## config.mk

```make
export PLATFORM = sky130hd
export DESIGN_NAME = matmul_ctrl_flat
export DESIGN_NICKNAME = d
export VERILOG_FILES = /design/src/rtl/matmul_ctrl_if.sv /design/src/rtl/matmul_ctrl.sv /design/src/flat_wrapper.sv
export SDC_FILE = /design/constraint.sdc
export NUM_CORES = 1
export LEC_CHECK = 0
export CORE_MARGIN = 2
export CORE_UTILIZATION = 46
export CTS_BUF_LIST = sky130_fd_sc_hd__clkbuf_2 sky130_fd_sc_hd__clkbuf_4 sky130_fd_sc_hd__clkbuf_8
export DETAILED_ROUTE_END_ITERATION = 8
export GPL_TIMING_DRIVEN = 0
export PLACE_DENSITY = 0.79
export SYNTH_ARGS = -nofsm -noshare
export SYNTH_HDL_FRONTEND = slang
export SYNTH_SLANG_ARGS = --single-unit
export TNS_END_PERCENT = 5
```

## constraint.sdc

```tcl
create_clock -name clk -period 2 [get_ports clk]
set_clock_uncertainty 0.2 [all_clocks]
set_input_delay 0.2 -clock clk [delete_from_list [all_inputs] [get_ports clk]]
set_output_delay 0.2 -clock clk [all_outputs]
set_load 0.01 [all_outputs]
```

## src/rtl/matmul_ctrl_if.sv

```systemverilog
`default_nettype none
// ============================================================================
//  Module      : matmul_ctrl_if
//  Description : Element-stream bundle for the matrix-multiply controller.
//                Carries the operand input stream (s_*) and the result
//                output stream (m_*). The controller uses the slave view;
//                the producer/consumer side uses the master view.
//  Revision    : 1.0 - initial release
// ============================================================================
interface matmul_ctrl_if #(
    parameter int WIDTH = 8
);
    // Operand input stream
    logic [WIDTH-1:0] s_data;
    logic             s_valid;
    logic             s_ready;

    // Result output stream
    logic [WIDTH-1:0] m_data;
    logic             m_valid;
    logic             m_ready;
    logic             m_last;

    // Producer of operands / consumer of results
    modport master (
        output s_data,
        output s_valid,
        input  s_ready,
        input  m_data,
        input  m_valid,
        input  m_last,
        output m_ready
    );

    // Controller side
    modport slave (
        input  s_data,
        input  s_valid,
        output s_ready,
        output m_data,
        output m_valid,
        output m_last,
        input  m_ready
    );
endinterface

`default_nettype wire

```

## src/rtl/matmul_ctrl.sv

```systemverilog
`default_nettype none
// ============================================================================
//  Module      : matmul_ctrl
//  Description : Sequencer and stream adapter for a registered-tree NxN
//                matrix multiplier core. Loads A then B (row-major) from a
//                serial stream into operand registers, waits out the core
//                latency, captures the flat product and replays it as a
//                serial stream with last-beat marking. One product in flight.
//  Revision    : 1.0 - initial release
// ============================================================================
module matmul_ctrl #(
    parameter int N       = 4,
    parameter int WIDTH   = 8,
    parameter int LATENCY = $clog2(N)
) (
    input  wire logic                 clk,
    input  wire logic                 rstn,
    matmul_ctrl_if.slave              bus,
    output logic [N*N*WIDTH-1:0]      A_flat,
    output logic [N*N*WIDTH-1:0]      B_flat,
    input  wire logic [N*N*WIDTH-1:0] C_flat,
    output logic                      busy,
    output logic                      done
);

    // ------------------------------------------------------------------------
    // Sizing
    // ------------------------------------------------------------------------
    localparam int NN     = N * N;
    localparam int IN_W   = $clog2(2 * NN);
    localparam int OUT_W  = $clog2(NN);
    // A zero-latency core still needs a one-bit wait counter (one cycle).
    localparam int WAIT_W = (LATENCY > 0) ? $clog2(LATENCY + 1) : 1;

    localparam logic [1:0] c_ST_LOAD    = 2'd0;
    localparam logic [1:0] c_ST_COMPUTE = 2'd1;
    localparam logic [1:0] c_ST_DRAIN   = 2'd2;

    localparam logic [IN_W-1:0]   c_IN_LAST   = IN_W'(2 * NN - 1);
    localparam logic [IN_W-1:0]   c_IN_B_BASE = IN_W'(NN);
    localparam logic [OUT_W-1:0]  c_OUT_LAST  = OUT_W'(NN - 1);
    localparam logic [WAIT_W-1:0] c_WAIT_LAST = WAIT_W'(LATENCY);

    // ------------------------------------------------------------------------
    // State
    // ------------------------------------------------------------------------
    logic [1:0]        r_state;
    logic [IN_W-1:0]   r_in_cnt;
    logic [WAIT_W-1:0] r_wait_cnt;
    logic [OUT_W-1:0]  r_out_cnt;
    logic              r_done;

    logic [WIDTH-1:0]  r_a [NN];
    logic [WIDTH-1:0]  r_b [NN];
    logic [WIDTH-1:0]  r_c [NN];

    // ------------------------------------------------------------------------
    // Decode
    // ------------------------------------------------------------------------
    logic              w_in_load;
    logic              w_in_drain;
    logic              w_s_fire;
    logic              w_m_fire;
    logic              w_in_is_b;
    logic [OUT_W-1:0]  w_a_idx;
    logic [OUT_W-1:0]  w_b_idx;
    logic              w_capture;

    assign w_in_load  = (r_state == c_ST_LOAD);
    assign w_in_drain = (r_state == c_ST_DRAIN);
    assign w_s_fire   = w_in_load && bus.s_valid;
    assign w_m_fire   = w_in_drain && bus.m_ready;

    // Beats 0..NN-1 address A, beats NN..2NN-1 address B.
    assign w_in_is_b  = (r_in_cnt >= c_IN_B_BASE);
    assign w_a_idx    = OUT_W'(r_in_cnt);
    assign w_b_idx    = OUT_W'(r_in_cnt - c_IN_B_BASE);

    // The core output is settled during the last COMPUTE cycle.
    assign w_capture  = (r_state == c_ST_COMPUTE) && (r_wait_cnt == c_WAIT_LAST);

    // Control FSM: load counter, latency wait, drain counter and done pulse
    always_ff @(posedge clk or negedge rstn) begin
        if (!rstn) begin
            r_state    <= c_ST_LOAD;
            r_in_cnt   <= '0;
            r_wait_cnt <= '0;
            r_out_cnt  <= '0;
            r_done     <= 1'b0;
        end else begin
            r_done <= 1'b0;
            case (r_state)
                c_ST_LOAD: begin
                    if (w_s_fire) begin
                        if (r_in_cnt == c_IN_LAST) begin
                            r_in_cnt   <= '0;
                            r_wait_cnt <= '0;
                            r_state    <= c_ST_COMPUTE;
                        end else begin
                            r_in_cnt <= r_in_cnt + 1'b1;
                        end
                    end
                end
                c_ST_COMPUTE: begin
                    if (r_wait_cnt == c_WAIT_LAST) begin
                        r_wait_cnt <= '0;
                        r_state    <= c_ST_DRAIN;
                    end else begin
                        r_wait_cnt <= r_wait_cnt + 1'b1;
                    end
                end
                c_ST_DRAIN: begin
                    if (w_m_fire) begin
                        if (r_out_cnt == c_OUT_LAST) begin
                            r_out_cnt <= '0;
                            r_done    <= 1'b1;
                            r_state   <= c_ST_LOAD;
                        end else begin
                            r_out_cnt <= r_out_cnt + 1'b1;
                        end
                    end
                end
                default: begin
                    r_state <= c_ST_LOAD;
                end
            endcase
        end
    end

    // Operand registers: written only by accepted load beats, otherwise held
    always_ff @(posedge clk or negedge rstn) begin
        if (!rstn) begin
            for (int k = 0; k < NN; k++) begin
                r_a[k] <= '0;
                r_b[k] <= '0;
            end
        end else if (w_s_fire) begin
            if (w_in_is_b) begin
                r_b[w_b_idx] <= bus.s_data;
            end else begin
                r_a[w_a_idx] <= bus.s_data;
            end
        end
    end

    // Result register: snapshot of the core output at the end of COMPUTE
    always_ff @(posedge clk or negedge rstn) begin
        if (!rstn) begin
            for (int k = 0; k < NN; k++) begin
                r_c[k] <= '0;
            end
        end else if (w_capture) begin
            for (int k = 0; k < NN; k++) begin
                r_c[k] <= C_flat[k*WIDTH +: WIDTH];
            end
        end
    end

    // ------------------------------------------------------------------------
    // Flat operand buses to the core
    // ------------------------------------------------------------------------
    generate
        for (genvar g = 0; g < NN; g++) begin : g_pack
            assign A_flat[g*WIDTH +: WIDTH] = r_a[g];
            assign B_flat[g*WIDTH +: WIDTH] = r_b[g];
        end
    endgenerate

    // ------------------------------------------------------------------------
    // Stream and status outputs (valid never depends on ready)
    // ------------------------------------------------------------------------
    assign bus.s_ready = w_in_load;
    assign bus.m_valid = w_in_drain;
    assign bus.m_data  = r_c[r_out_cnt];
    assign bus.m_last  = w_in_drain && (r_out_cnt == c_OUT_LAST);
    assign busy        = !w_in_load;
    assign done        = r_done;

endmodule

`default_nettype wire

```

## src/flat_wrapper.sv

```systemverilog
// flat-port wrapper written by rule: the top's interface ports become plain ports
module matmul_ctrl_flat 
#(
    parameter int N       = 4,
    parameter int WIDTH   = 8,
    parameter int LATENCY = $clog2(N)
)
  (clk, rstn, A_flat, B_flat, C_flat, busy, done, bus_s_data, bus_s_valid, bus_s_ready, bus_m_data, bus_m_valid, bus_m_last, bus_m_ready);
  matmul_ctrl_if #(.WIDTH(WIDTH)) bus_i ();
  input  wire logic clk;
  input  wire logic rstn;
  output logic [N*N*WIDTH-1:0] A_flat;
  output logic [N*N*WIDTH-1:0] B_flat;
  input  wire logic [N*N*WIDTH-1:0] C_flat;
  output logic busy;
  output logic done;
  input wire logic [$bits(bus_i.s_data)-1:0] bus_s_data;
  input wire logic [$bits(bus_i.s_valid)-1:0] bus_s_valid;
  output wire logic [$bits(bus_i.s_ready)-1:0] bus_s_ready;
  output wire logic [$bits(bus_i.m_data)-1:0] bus_m_data;
  output wire logic [$bits(bus_i.m_valid)-1:0] bus_m_valid;
  output wire logic [$bits(bus_i.m_last)-1:0] bus_m_last;
  input wire logic [$bits(bus_i.m_ready)-1:0] bus_m_ready;
  assign bus_i.s_data = bus_s_data;
  assign bus_i.s_valid = bus_s_valid;
  assign bus_s_ready = bus_i.s_ready;
  assign bus_m_data = bus_i.m_data;
  assign bus_m_valid = bus_i.m_valid;
  assign bus_m_last = bus_i.m_last;
  assign bus_i.m_ready = bus_m_ready;
  matmul_ctrl #(.N(N), .WIDTH(WIDTH), .LATENCY(LATENCY)) u_core (.clk(clk), .rstn(rstn), .bus(bus_i), .A_flat(A_flat), .B_flat(B_flat), .C_flat(C_flat), .busy(busy), .done(done));
endmodule
```

==> results of run 1 <==
==> sequential cells by signal (all words and copies together), names as in the netlist <==
name               flops
u_core.r_state         2
u_core.done            1
u_core.A_flat        128
u_core.r_c           128
u_core.r_wait_cnt      2
u_core.r_out_cnt       4
u_core.B_flat        128
u_core.r_in_cnt        5
==> power breakdown <==
part           switching (mW)  internal [mW]  leakage [nW]
combinational            5.55           7.66          6.12
sequential               1.64           10.9          5.25
clock                    3.25           4.19         0.734
total                    10.4           22.7          12.1
==> per-stage QoR <==
| step | cells | total power [mW] | setup TNS [ns] |
|---|---|---|---|
| floorplan | 1007 | 17.8 | -0.630 |
| global placement | 1870 | 24.2 | -6685.49 |
| detailed placement | 1873 | 24.6 | -152.86 |
| CTS | 2117 | 32.7 | -33.10 |
| global route | 2134 | 34.7 | -40.39 |
| finish | 2134 | 33.2 | -28.02 |
==> worst max-delay path: stages, from the launching register on <==
cell and delay [ns]:
dfrtp_1 0.38, buf_8 0.15, buf_12 0.15, mux4_2 0.55, a22oi_2 0.28, nand2_1 0.09
buf_2 0.16
==> path summary, 6_finish.rpt <==
| path | cells past startpoint | to | startpoint |
|---|---|---|---|
| min in group clk | 2 | u_core.r_c[93] | C_flat[37] |
| max | 6 | bus_m_data[1] | u_core.r_out_cnt[0] |
| min | 2 | u_core.r_c[42] | rstn |
| max reg2reg | 5 | u_core.B_flat[30] | u_core.r_in_cnt[0] |
| min reg2reg | 1 | u_core.B_flat[83] | u_core.B_flat[83] |
| max in group asynchronous | 4 | u_core.A_flat[49] | rstn |
==> cell usage after synthesis, types with 2 or more instances <==
| master | number | area [um^2] |
|---|---|---|
| dfrtp_1 | 398 | 9960 |
| mux2_2 | 385 | 4340 |
| mux4_2 | 32 | 721 |
| clkbuf_1 | 31 | 116 |
| buf_2 | 25 | 125 |
| nand2_1 | 18 | 67.6 |
| a22oi_1 | 16 | 120 |
| nand3_2 | 14 | 140 |
| nand3_1 | 12 | 60.1 |
| o21ai_0 | 8 | 40.0 |
| ha_1 | 6 | 75.1 |
| inv_1 | 6 | 22.5 |
| nor2_1 | 6 | 22.5 |
| nand2b_1 | 5 | 31.3 |
| nor2b_1 | 5 | 31.3 |
| nand4_1 | 4 | 25.0 |
| nor3b_1 | 4 | 30.0 |
| nor3b_2 | 4 | 50.1 |
| o31ai_1 | 4 | 30.0 |
| a21oi_1 | 3 | 15.0 |
| buf_1 | 3 | 11.3 |
| a31oi_1 | 2 | 12.5 |
| and2_1 | 2 | 12.5 |
| buf_4 | 2 | 15.0 |
| nand3b_1 | 2 | 15.0 |
==> per-layer routing <==
| metal | GRT usage (%) | vias up |
|---|---|---|
| met3 | 5.51 | 126 |
| met1 | 32.2 | 5870 |
| met5 | 0 | - |
| met4 | 11.6 | 0 |
| li1 | - | 4921 |
| met2 | 46.7 | 443 |
==> area by class of cell <==
| cell class | count | area [um^2] | share of cell area, % |
|---|---|---|---|
| Multi-Input combinational cell | 541 | 6340 | 25.9 |
| Buffer | 61 | 474 | 1.94 |
| Clock inverter | 8 | 75.1 | 0.307 |
| Clock buffer | 106 | 1300 | 5.30 |
| Inverter | 6 | 22.5 | 0.0920 |
| Tap cell | 455 | 569 | 2.33 |
| Sequential cell | 398 | 9970 | 40.7 |
| Timing Repair Buffer | 558 | 5720 | 23.4 |
| Antenna cell | 1 | 2.50 | 0.0102 |
==> logic make-up (layout without fill, tap and decap cells) <==
logic type / after synthesis / in the layout / share of synthesized area (%)
multiplexers: 417 / 417 / 31.3
flip-flops: 398 / 398 / 61.6
AND/OR/NAND/NOR: 82 / 82 / 3.36
buffers and inverters: 68 / 739 / 1.86
AO/OA/AOI/OAI: 35 / 35 / 1.44
adder cells (fa/ha/maj): 6 / 6 / 0.464
XOR/XNOR: 1 / 1 / 0.0542
other: 0 / 1 / 0
==> repair_timing <==
action                                 in CTS  in global routing
resized for setup                         162                139
buffers inserted                           17                 14
hold buffers                              114                  2
endpoints found under the hold margin     399                 55
setup endpoints to repair                 410                458
pin swaps                                  19                  7
==> metrics.md, run 1 <==
| Metric | Value |
|---|---|
| Fin Hold WS | `-0.114 ns` |
| Setup violations, final | `144` |
| Syn avg cell area | `16.1 um^2` |
| Worst R2R Setup Slack | `-0.35 ns` |
| RSZ-0062 raised after global routing | `true` |
| DRT Pass-1 Iters | `6` |
| Library cells used by synthesis | `35` |
| Clock transition at the registers of the reported paths | `0.07 ns` |
| CP required | `1.60 ns` |
| Post-route cell area | `0.0245 mm^2` |
| Die area | `0.0367 mm^2` |
| Pwr dens | `1360 mW/mm^2` |
| DR DRC count | `0` |
| Post-synth ARST share | `100%` |
| CTS H-tree depth | `2` |
| Met2 wire len | `25500 um` |
| Final Net Count | `1773` |
| Die Y | `192 um` |
| Starting Density | `46.7%` |
| CP arrival | `2.42 ns` |
| Initial antenna violation count | `1` |
| CTS root buf | `clkbuf_8` |
| Largest net degree at the start of global routing | `127` |
| Tmin final | `2.82 ns` |
| Worst vdd ir | `0.837 mV` |
| CP Capture Type | `output port` |
| Fmax | `355 MHz` |
| FILL cells | `2239` |
| CTS tree | `built` |
| # rows | `68` |
| Clk_lat worst skew | `0.64 ns` |
| Mapped Area | `0.0162 mm^2` |
| Die W | `192 um` |
| Number of buffers created by CTS | `61` |
| Final setup margin | `-0.820 ns` |
| Top layer in use | `met4` |
| Total of max-cap violations | `0` |
| Dominant synthesized flop cell | `dfrtp_1` |
| Gr ovfl total | `0` |
| Clock sink count | `398` |
| Final Hold Viols | `53` |
| Relative slew margins | `50.8%` |
| Placer Congestion | `0.803` |
| WL final | `49900 um` |
| DRT iter0 DRCs | `515` |
| Most frequent cells in the layout | `dfrtp_1, mux2_2, clkdlybuf4s50_1` |
| Area grow syn2layout | `51.3%` |
| Max-slew violation count | `0` |
| Layout cells sized above 1 | `40.2%` |
| DP Area | `0.0209 mm^2` |
| Remaining antenna violation count | `0` |
| PortBufs | `408` |
| Final Cycle Share | `141%` |
| DP HPWL | `32700 um` |
| Least-Margin Pin Slew | `0.738 ns` |
| Outcome | `finished with violations` |
| Via count | `11.4k` |
| Seq cells post-synth | `398` |
| Finished Core Util | `70.7%` |
| CP Max Fanout | `8` |
| Crit Path Class | `reg -> out` |
| Global-route wire length before repair | `73500 um` |
| Number of synthesized flops with an enable pin | `0` |
| Syn Nets | `1153` |
| Met1 WL | `19200 um` |
| Setup WS pre-CTS | `-1.21 ns` |
| Commonest non-fill, non-tap cell in the layout | `dfrtp_1` |
| Hold WC Path Type | `in -> async` |
| Leakage Power | `12.1 nW` |
| Vias in the first global route | `12.0k` |
| Clock tree buffer depth | `3` |
| Failing checks | `hold timing, setup timing` |
| WL/cell | `23.4 um` |
| Core box area | `0.0346 mm^2` |
| I/O pin count | `409` |
| Metal3 WL | `3130 um` |
| Startpoint types | `flip-flop` |
| Ys Warns | `0` |
| Register area share after synthesis | `61.6%` |
| Post-Syn Instances | `1007` |
| Vias/cell | `5.32` |
| Total GRT Usage | `26.8%` |
Note: power is estimated with default switching activity, not from simulation.
==> run 2: changes to the inputs <==
--- a/config.mk
+++ b/config.mk
@@ -5,12 +5,14 @@
 export SDC_FILE = /design/constraint.sdc
 export NUM_CORES = 1
 export LEC_CHECK = 0
+export ABC_CLOCK_PERIOD_IN_PS = 2000
 export CORE_MARGIN = 2
 export CORE_UTILIZATION = 46
 export CTS_BUF_LIST = sky130_fd_sc_hd__clkbuf_2 sky130_fd_sc_hd__clkbuf_4 sky130_fd_sc_hd__clkbuf_8
 export DETAILED_ROUTE_END_ITERATION = 8
 export GPL_TIMING_DRIVEN = 0
 export PLACE_DENSITY = 0.79
+export RECOVER_POWER = 100
 export SYNTH_ARGS = -nofsm -noshare
 export SYNTH_HDL_FRONTEND = slang
 export SYNTH_SLANG_ARGS = --single-unit
==> run 2 against run 1 <==
Against the previous run: the flow finishes with violations (capacitance limit, slew limit, setup timing); utilization about the same; final area hardly changed; count of clock-buffer cells in the layout did not move; sequential share of layout area is essentially flat; sequential cell count stayed put; setup slack improved by 0.0049 ns; largest cell class unchanged; highest routed layer unchanged.
==> metrics.md, run 2 (synthesis gave the netlist of run 1 again) <==
| Metric | Value |
|---|---|
| DR DRC count | `0 (unchanged)` |
| Most frequent cells in the layout | `dfrtp_1, mux2_2, clkdlybuf4s50_1` |
| Die Y | `192 um (unchanged)` |
| Global-route wire length before repair | `73500 um (unchanged)` |
| Remaining antenna violation count | `0 (unchanged)` |
| Layout cells sized above 1 | `40.2% (unchanged)` |
| DRT Pass-1 Iters | `4 (-2)` |
| Die W | `192 um (unchanged)` |
| Commonest non-fill, non-tap cell in the layout | `dfrtp_1` |
| Fmax | `355 MHz (+0.18%)` |
| Final Net Count | `1773 (unchanged)` |
| Worst vdd ir | `0.837 mV (about the same)` |
| CP Capture Type | `output port` |
| Pwr dens | `1360 mW/mm^2 (about the same)` |
| Outcome | `finished with violations` |
| Power Total | `33.2 mW (about the same)` |
| DRT iter0 DRCs | `480 (-6.8%)` |
| Hold WC Path Type | `in -> reg` |
| RSZ-0062 raised after global routing | `true` |
| Max-slew violation count | `54 (+54)` |
| CTS tree | `built` |
| Met1 Usage GRT | `32.2% (unchanged)` |
| Clock tree buffer depth | `3 (unchanged)` |
| Initial antenna violation count | `1 (unchanged)` |
| Fin Hold WS | `0.0296 ns (+0.144 ns)` |
| WL final | `49800 um (-0.20%)` |
| Failing checks | `capacitance limit, slew limit, setup timing` |
| Clk_lat worst skew | `0.64 ns (about the same)` |
| Grt met2 use | `46.7% (unchanged)` |
| Least-Margin Pin Slew | `1.52 ns (+0.786 ns)` |
| Die area | `0.0367 mm^2 (unchanged)` |
| DP HPWL | `32700 um (unchanged)` |
| Startpoint types | `flip-flop` |
| Area grow syn2layout | `51.2% (about the same)` |
| Final Cycle Share | `141% (-0.25 points)` |
| I/O pin count | `409 (unchanged)` |
| PortBufs | `408 (unchanged)` |
| CP arrival | `2.42 ns (about the same)` |
| WL/cell | `23.3 um (-0.20%)` |
| Placer Congestion | `0.803 (unchanged)` |
| CTS root buf | `clkbuf_8` |
| Starting Density | `46.7% (unchanged)` |
| Total of max-cap violations | `1 (+1)` |
| Number of buffers created by CTS | `61 (unchanged)` |
| Vias in the first global route | `12.0k (unchanged)` |
| FILL cells | `2240 (+0.045%)` |
| Via count | `11.4k (+0.088%)` |
| Vias/cell | `5.33 (about the same)` |
| CP required | `1.60 ns (about the same)` |
| Layer with the highest usage | `met2` |
| Core box area | `0.0346 mm^2 (unchanged)` |
| Final Hold Viols | `0 (-100%)` |
| Largest net degree at the start of global routing | `127 (unchanged)` |
| Final Instance Count excl. Fillers | `2134 (unchanged)` |
| Total GRT Usage | `26.8% (unchanged)` |
| Placed insts | `1873 (unchanged)` |
| Crit Path Class | `reg -> out` |
| Setup TNS | `-75.06 ns (-47.04 ns)` |
| Gr ovfl total | `0 (unchanged)` |
| Relative slew margins | `-1.60% (-52 points)` |
| # rows | `68 (unchanged)` |
| Clock sink count | `398 (unchanged)` |
| Final setup margin | `-0.815 ns (+0.00494 ns)` |
| Setup violations, final | `246 (+71%)` |
| Clock transition at the registers of the reported paths | `0.07 ns (about the same)` |
| Finished Core Util | `70.6% (about the same)` |
| Leakage Power | `12.1 nW (about the same)` |
| CTS H-tree depth | `2 (unchanged)` |
| Tmin final | `2.82 ns (-0.00494 ns)` |
| Met3 usage in global routing | `5.51% (unchanged)` |
| CP Max Fanout | `8 (unchanged)` |
[run 2: changes by cell type in the layout (fill, tap and decap cells not counted), sizes merged]
| cell | previous run | this run |
|---|---|---|
| clkbuf | 137 | 138 |
| buf | 77 | 76 |
[run 2: per-stage QoR]
stage	area, um^2	worst slack, ns
global route	24500	-0.873
global placement	20900	-16.49
detailed placement	20900	-1.21
finish	24500	-0.815
CTS	23900	-0.857
floorplan	16200	-0.0477
[run 2: power breakdown]
part	internal [mW]	switching [mW]	total, mW	leakage, nW
logic	7.66	5.54	13.2	6.12
registers	10.9	1.64	12.5	5.25
clock network	4.19	3.25	7.44	0.734
[run 2: repair_timing]
action	in CTS	in global routing
endpoints found under the hold margin	399	55
hold buffers	114	2
setup buffers	17	14
endpoints found under the setup margin	410	458
gates cloned	0	0
pin swaps	19	7
gates resized for setup	162	139
[run 2: worst paths after layout]
path / slack (ns) / to / startpoint / cells after the start
worst max-delay path: -0.82 / bus_m_data[1] / u_core.r_out_cnt[0] / 6
worst min-delay path: 0.03 / u_core.r_c[93] / C_flat[37] / 2
worst max register to register: -0.36 / u_core.B_flat[30] / u_core.r_in_cnt[0] / 5
worst min register to register: 0.30 / u_core.B_flat[83] / u_core.B_flat[83] / 1
max in group asynchronous: -0.48 / u_core.A_flat[49] / rstn / 4
min in group asynchronous: 0.29 / u_core.r_c[42] / rstn / 2
[run 2: cell type report]
| class | instances | area [um^2] | area share, % |
|---|---|---|---|
| plain buffers | 61 | 474 | 1.94 |
| repair buffers | 558 | 5710 | 23.4 |
| inverters | 6 | 22.5 | 0.0921 |
| multi-input cells | 541 | 6340 | 25.9 |
| well taps | 455 | 569 | 2.33 |
| clock buffers | 106 | 1300 | 5.30 |
| flip-flops and latches | 398 | 9970 | 40.7 |
| diodes | 1 | 2.50 | 0.0102 |
| clock inverters | 8 | 75.1 | 0.307 |
[run 2: worst max-delay path, cell delays in order (launching register included)]
cell     delay, ns
dfrtp_1       0.38
buf_8         0.15
buf_12        0.15
mux4_2        0.55
a22oi_2       0.29
nand2_1       0.09
buf_2         0.16
[run 2: per-layer routing]
layer	up-vias	part of all wire (%)
li1	4926	-
met1	5870	38
met2	448	51
met3	126	6.6
met4	0	4.2
met5	-	0
==> run 3: changes to the inputs <==
--- a/config.mk
+++ b/config.mk
@@ -11,7 +11,7 @@
 export CTS_BUF_LIST = sky130_fd_sc_hd__clkbuf_2 sky130_fd_sc_hd__clkbuf_4 sky130_fd_sc_hd__clkbuf_8
 export DETAILED_ROUTE_END_ITERATION = 8
 export GPL_TIMING_DRIVEN = 0
-export PLACE_DENSITY = 0.79
+export PLACE_DENSITY = 0.83
 export RECOVER_POWER = 100
 export SYNTH_ARGS = -nofsm -noshare
 export SYNTH_HDL_FRONTEND = slang
==> run 3 against run 2 <==
Against the previous run: the flow finishes with violations (setup timing); sequential power is essentially flat; total power increased by 1.3%; count of clock-buffer cells in the layout rose by 1; final cell count down 5.1%; die area unchanged; sequential share of layout area increased by 2.1 points; register-to-register slack improved by 0.07 ns; first-iteration DRC count is 4.4% higher; critical path type unchanged.
==> metrics.md, run 3 (synthesis gave the netlist of run 1 again) <==
| Metric | Value |
|---|---|
| Area grow syn2layout | `43.8%` |
| Layout cells sized above 1 | `43.3% (+3.1 points)` |
| DP HPWL | `32800 um (+0.14%)` |
| Remaining antenna violation count | `0 (unchanged)` |
| Worst r2r path cells | `4 (-1)` |
| Clock sink count | `398 (unchanged)` |
| Pwr dens | `1440 mW/mm^2 (+6.5%)` |
| FILL cells | `2360 (+5.4%)` |
| DP Area | `0.0209 mm^2 (unchanged)` |
| Vias/cell | `5.34 (+0.24%)` |
| Initial antenna violation count | `3 (+2)` |
| DRT Pass-1 Iters | `4 (unchanged)` |
| CP Capture Type | `output port` |
| Die Y | `192 um (unchanged)` |
| Setup WS pre-CTS | `-1.27 ns (-0.0611 ns)` |
| Tmin final | `2.72 ns (-0.0980 ns)` |
| Critical R2R Capture | `u_core.A_flat[127]` |
| Combinational power share | `39.8% (about the same)` |
| Total of max-cap violations | `0 (-1)` |
| Starting Density | `46.7% (unchanged)` |
| Via count | `10.8k (-4.9%)` |
| Vias in the first global route | `11.6k (-3.6%)` |
| CTS root buf | `clkbuf_8` |
| Hold WC Path Type | `in -> reg` |
| Global-route wire length before repair | `69700 um (-5.2%)` |
| Clock tree buffer depth | `3 (unchanged)` |
| Most frequent cells in the layout | `dfrtp_1, clkdlybuf4s50_1, mux2_2` |
| Final Instance Count excl. Fillers | `2025 (-5.1%)` |
| Relative slew margins | `23.4% (+25 points)` |
| Failing checks | `setup timing` |
| Final Cycle Share | `136% (-4.9 points)` |
| Fin Hold WS | `0.0455 ns (+0.0159 ns)` |
| CTS H-tree depth | `3 (+1)` |
| Clk_lat worst skew | `0.57 ns (-0.07 ns)` |
| Int Pwr | `23.2 mW (+2.2%)` |
| Startpoint types | `flip-flop` |
| Setup violations, final | `213 (-13%)` |
| Crit Path Class | `reg -> out` |
| CTS tree | `built` |
| Commonest non-fill, non-tap cell in the layout | `dfrtp_1` |
| Final Hold Viols | `0 (unchanged)` |
| Setup TNS | `-21.22 ns (+53.84 ns)` |
| Die area | `0.0367 mm^2 (unchanged)` |
| Worst Setup SP | `u_core.r_out_cnt[0]` |
| Core box area | `0.0346 mm^2 (unchanged)` |
| Number of buffers created by CTS | `67 (+9.8%)` |
| Finished Core Util | `67.2% (-3.5 points)` |
| Outcome | `finished with violations` |
| CP required | `1.60 ns (about the same)` |
| Final setup margin | `-0.717 ns (+0.0980 ns)` |
| Post-route cell area | `0.0233 mm^2 (-4.9%)` |
| Total GRT Usage | `25.4% (-1.4 points)` |
| Clock Power Share | `23.0% (+0.6 points)` |
| R2r startpoint | `u_core.r_state[1]` |
| WL final | `46600 um (-6.5%)` |
| I/O pin count | `409 (unchanged)` |
| Leakage Power | `10.6 nW (-12%)` |
| Max-slew violation count | `0 (-100%)` |
| WL/cell | `23.0 um (-1.5%)` |
| CP arrival | `2.32 ns (-0.10 ns)` |
| DR DRC count | `0 (unchanged)` |
| Sw Pwr | `10.4 mW (-0.65%)` |
| Switching share of total power | `30.9% (-0.61 points)` |
| Placer Congestion | `0.816 (+1.6%)` |
| Worst R2R Setup Slack | `-0.29 ns (+0.07 ns)` |
| Fmax | `368 MHz (+3.6%)` |
| CP Max Fanout | `8 (unchanged)` |
| Power Total | `33.6 mW (+1.3%)` |
| Clock transition at the registers of the reported paths | `0.06 ns (about the same)` |
| Largest net degree at the start of global routing | `128 (+0.79%)` |
| CP endpoint | `bus_m_data[1]` |
| Final Net Count | `1667 (-6.0%)` |
| Seq pwr share | `37.2% (-0.6 points)` |
| Least-Margin Pin Slew | `1.15 ns (-0.375 ns)` |
| Gr ovfl total | `0 (unchanged)` |
| Worst vdd ir | `0.873 mV (+4.3%)` |
| Placed insts | `1873 (unchanged)` |
| PortBufs | `408 (unchanged)` |
| # rows | `68 (unchanged)` |
| Die W | `192 um (unchanged)` |
| DRT iter0 DRCs | `501 (+4.4%)` |
| RSZ-0062 raised after global routing | `true` |
==> run 3: layer usage <==
metal / GRT usage (%) / routed length [um] / vias up
met1: 30.2 / 18300 / 5630
met2: 43.9 / 23800 / 414
met4: 9.76 / 1390 / 2
li1: - / - / 4690
met5: 0 / 13 / -
met3: 6.72 / 3050 / 79
==> run 3: how the worst min path moves through the flow <==
stage | startpoint | end | slack (ns) | cells past startpoint
floorplan | rstn | u_core.A_flat[0] | -0.30 | 0
global placement | u_core.r_wait_cnt[0] | u_core.r_wait_cnt[0] | 0.28 | 1
detailed placement | rstn | u_core.r_c[35] | -0.13 | 1
CTS | C_flat[97] | u_core.r_c[25] | 0.00008 | 2
global route | C_flat[90] | u_core.r_c[34] | 0.009 | 2
finish | C_flat[47] | u_core.r_c[87] | 0.05 | 2
==> run 3: power by group through the flow <==
stage                     clock network [mW]  registers, mW  logic [mW]
final                                   7.71           12.5        13.4
after global routing                    8.27           12.8        14.2
after CTS                               7.85           12.4        13.2
after detailed placement                   0           12.5        12.1
after global placement                     0           12.4        11.8
after floorplan                            0           13.3        4.47
==> run 3: repair_timing <==
action / 4_1_cts / 5_1_grt
pin swaps: 18 / 15
endpoints found under the setup margin: 390 / 357
hold buffers: 3 / 0
resized for setup: 160 / 45
gates cloned: 1 / 0
buffers inserted: 25 / 7
endpoints found under the hold margin: 271 / 0
==> run 3: layout make-up <==
type,count,area (um^2),area share (%)
Sequential cell,398,9960,42.8
Multi-Input combinational cell,541,6360,27.3
Timing Repair Buffer,446,4470,19.2
Clock buffer,107,1310,5.63
Tap cell,455,569,2.45
Buffer,61,442,1.90
Clock inverter,9,125,0.538
Inverter,6,22.5,0.0968
Antenna cell,2,5.00,0.0215
==> run 3: critical path: stages (launching register included) <==
cell	delay (ns)
dfrtp_1	0.39
buf_8	0.16
buf_6	0.11
buf_12	0.12
mux4_2	0.55
a22oi_2	0.18
nand2_1	0.09
buf_2	0.15
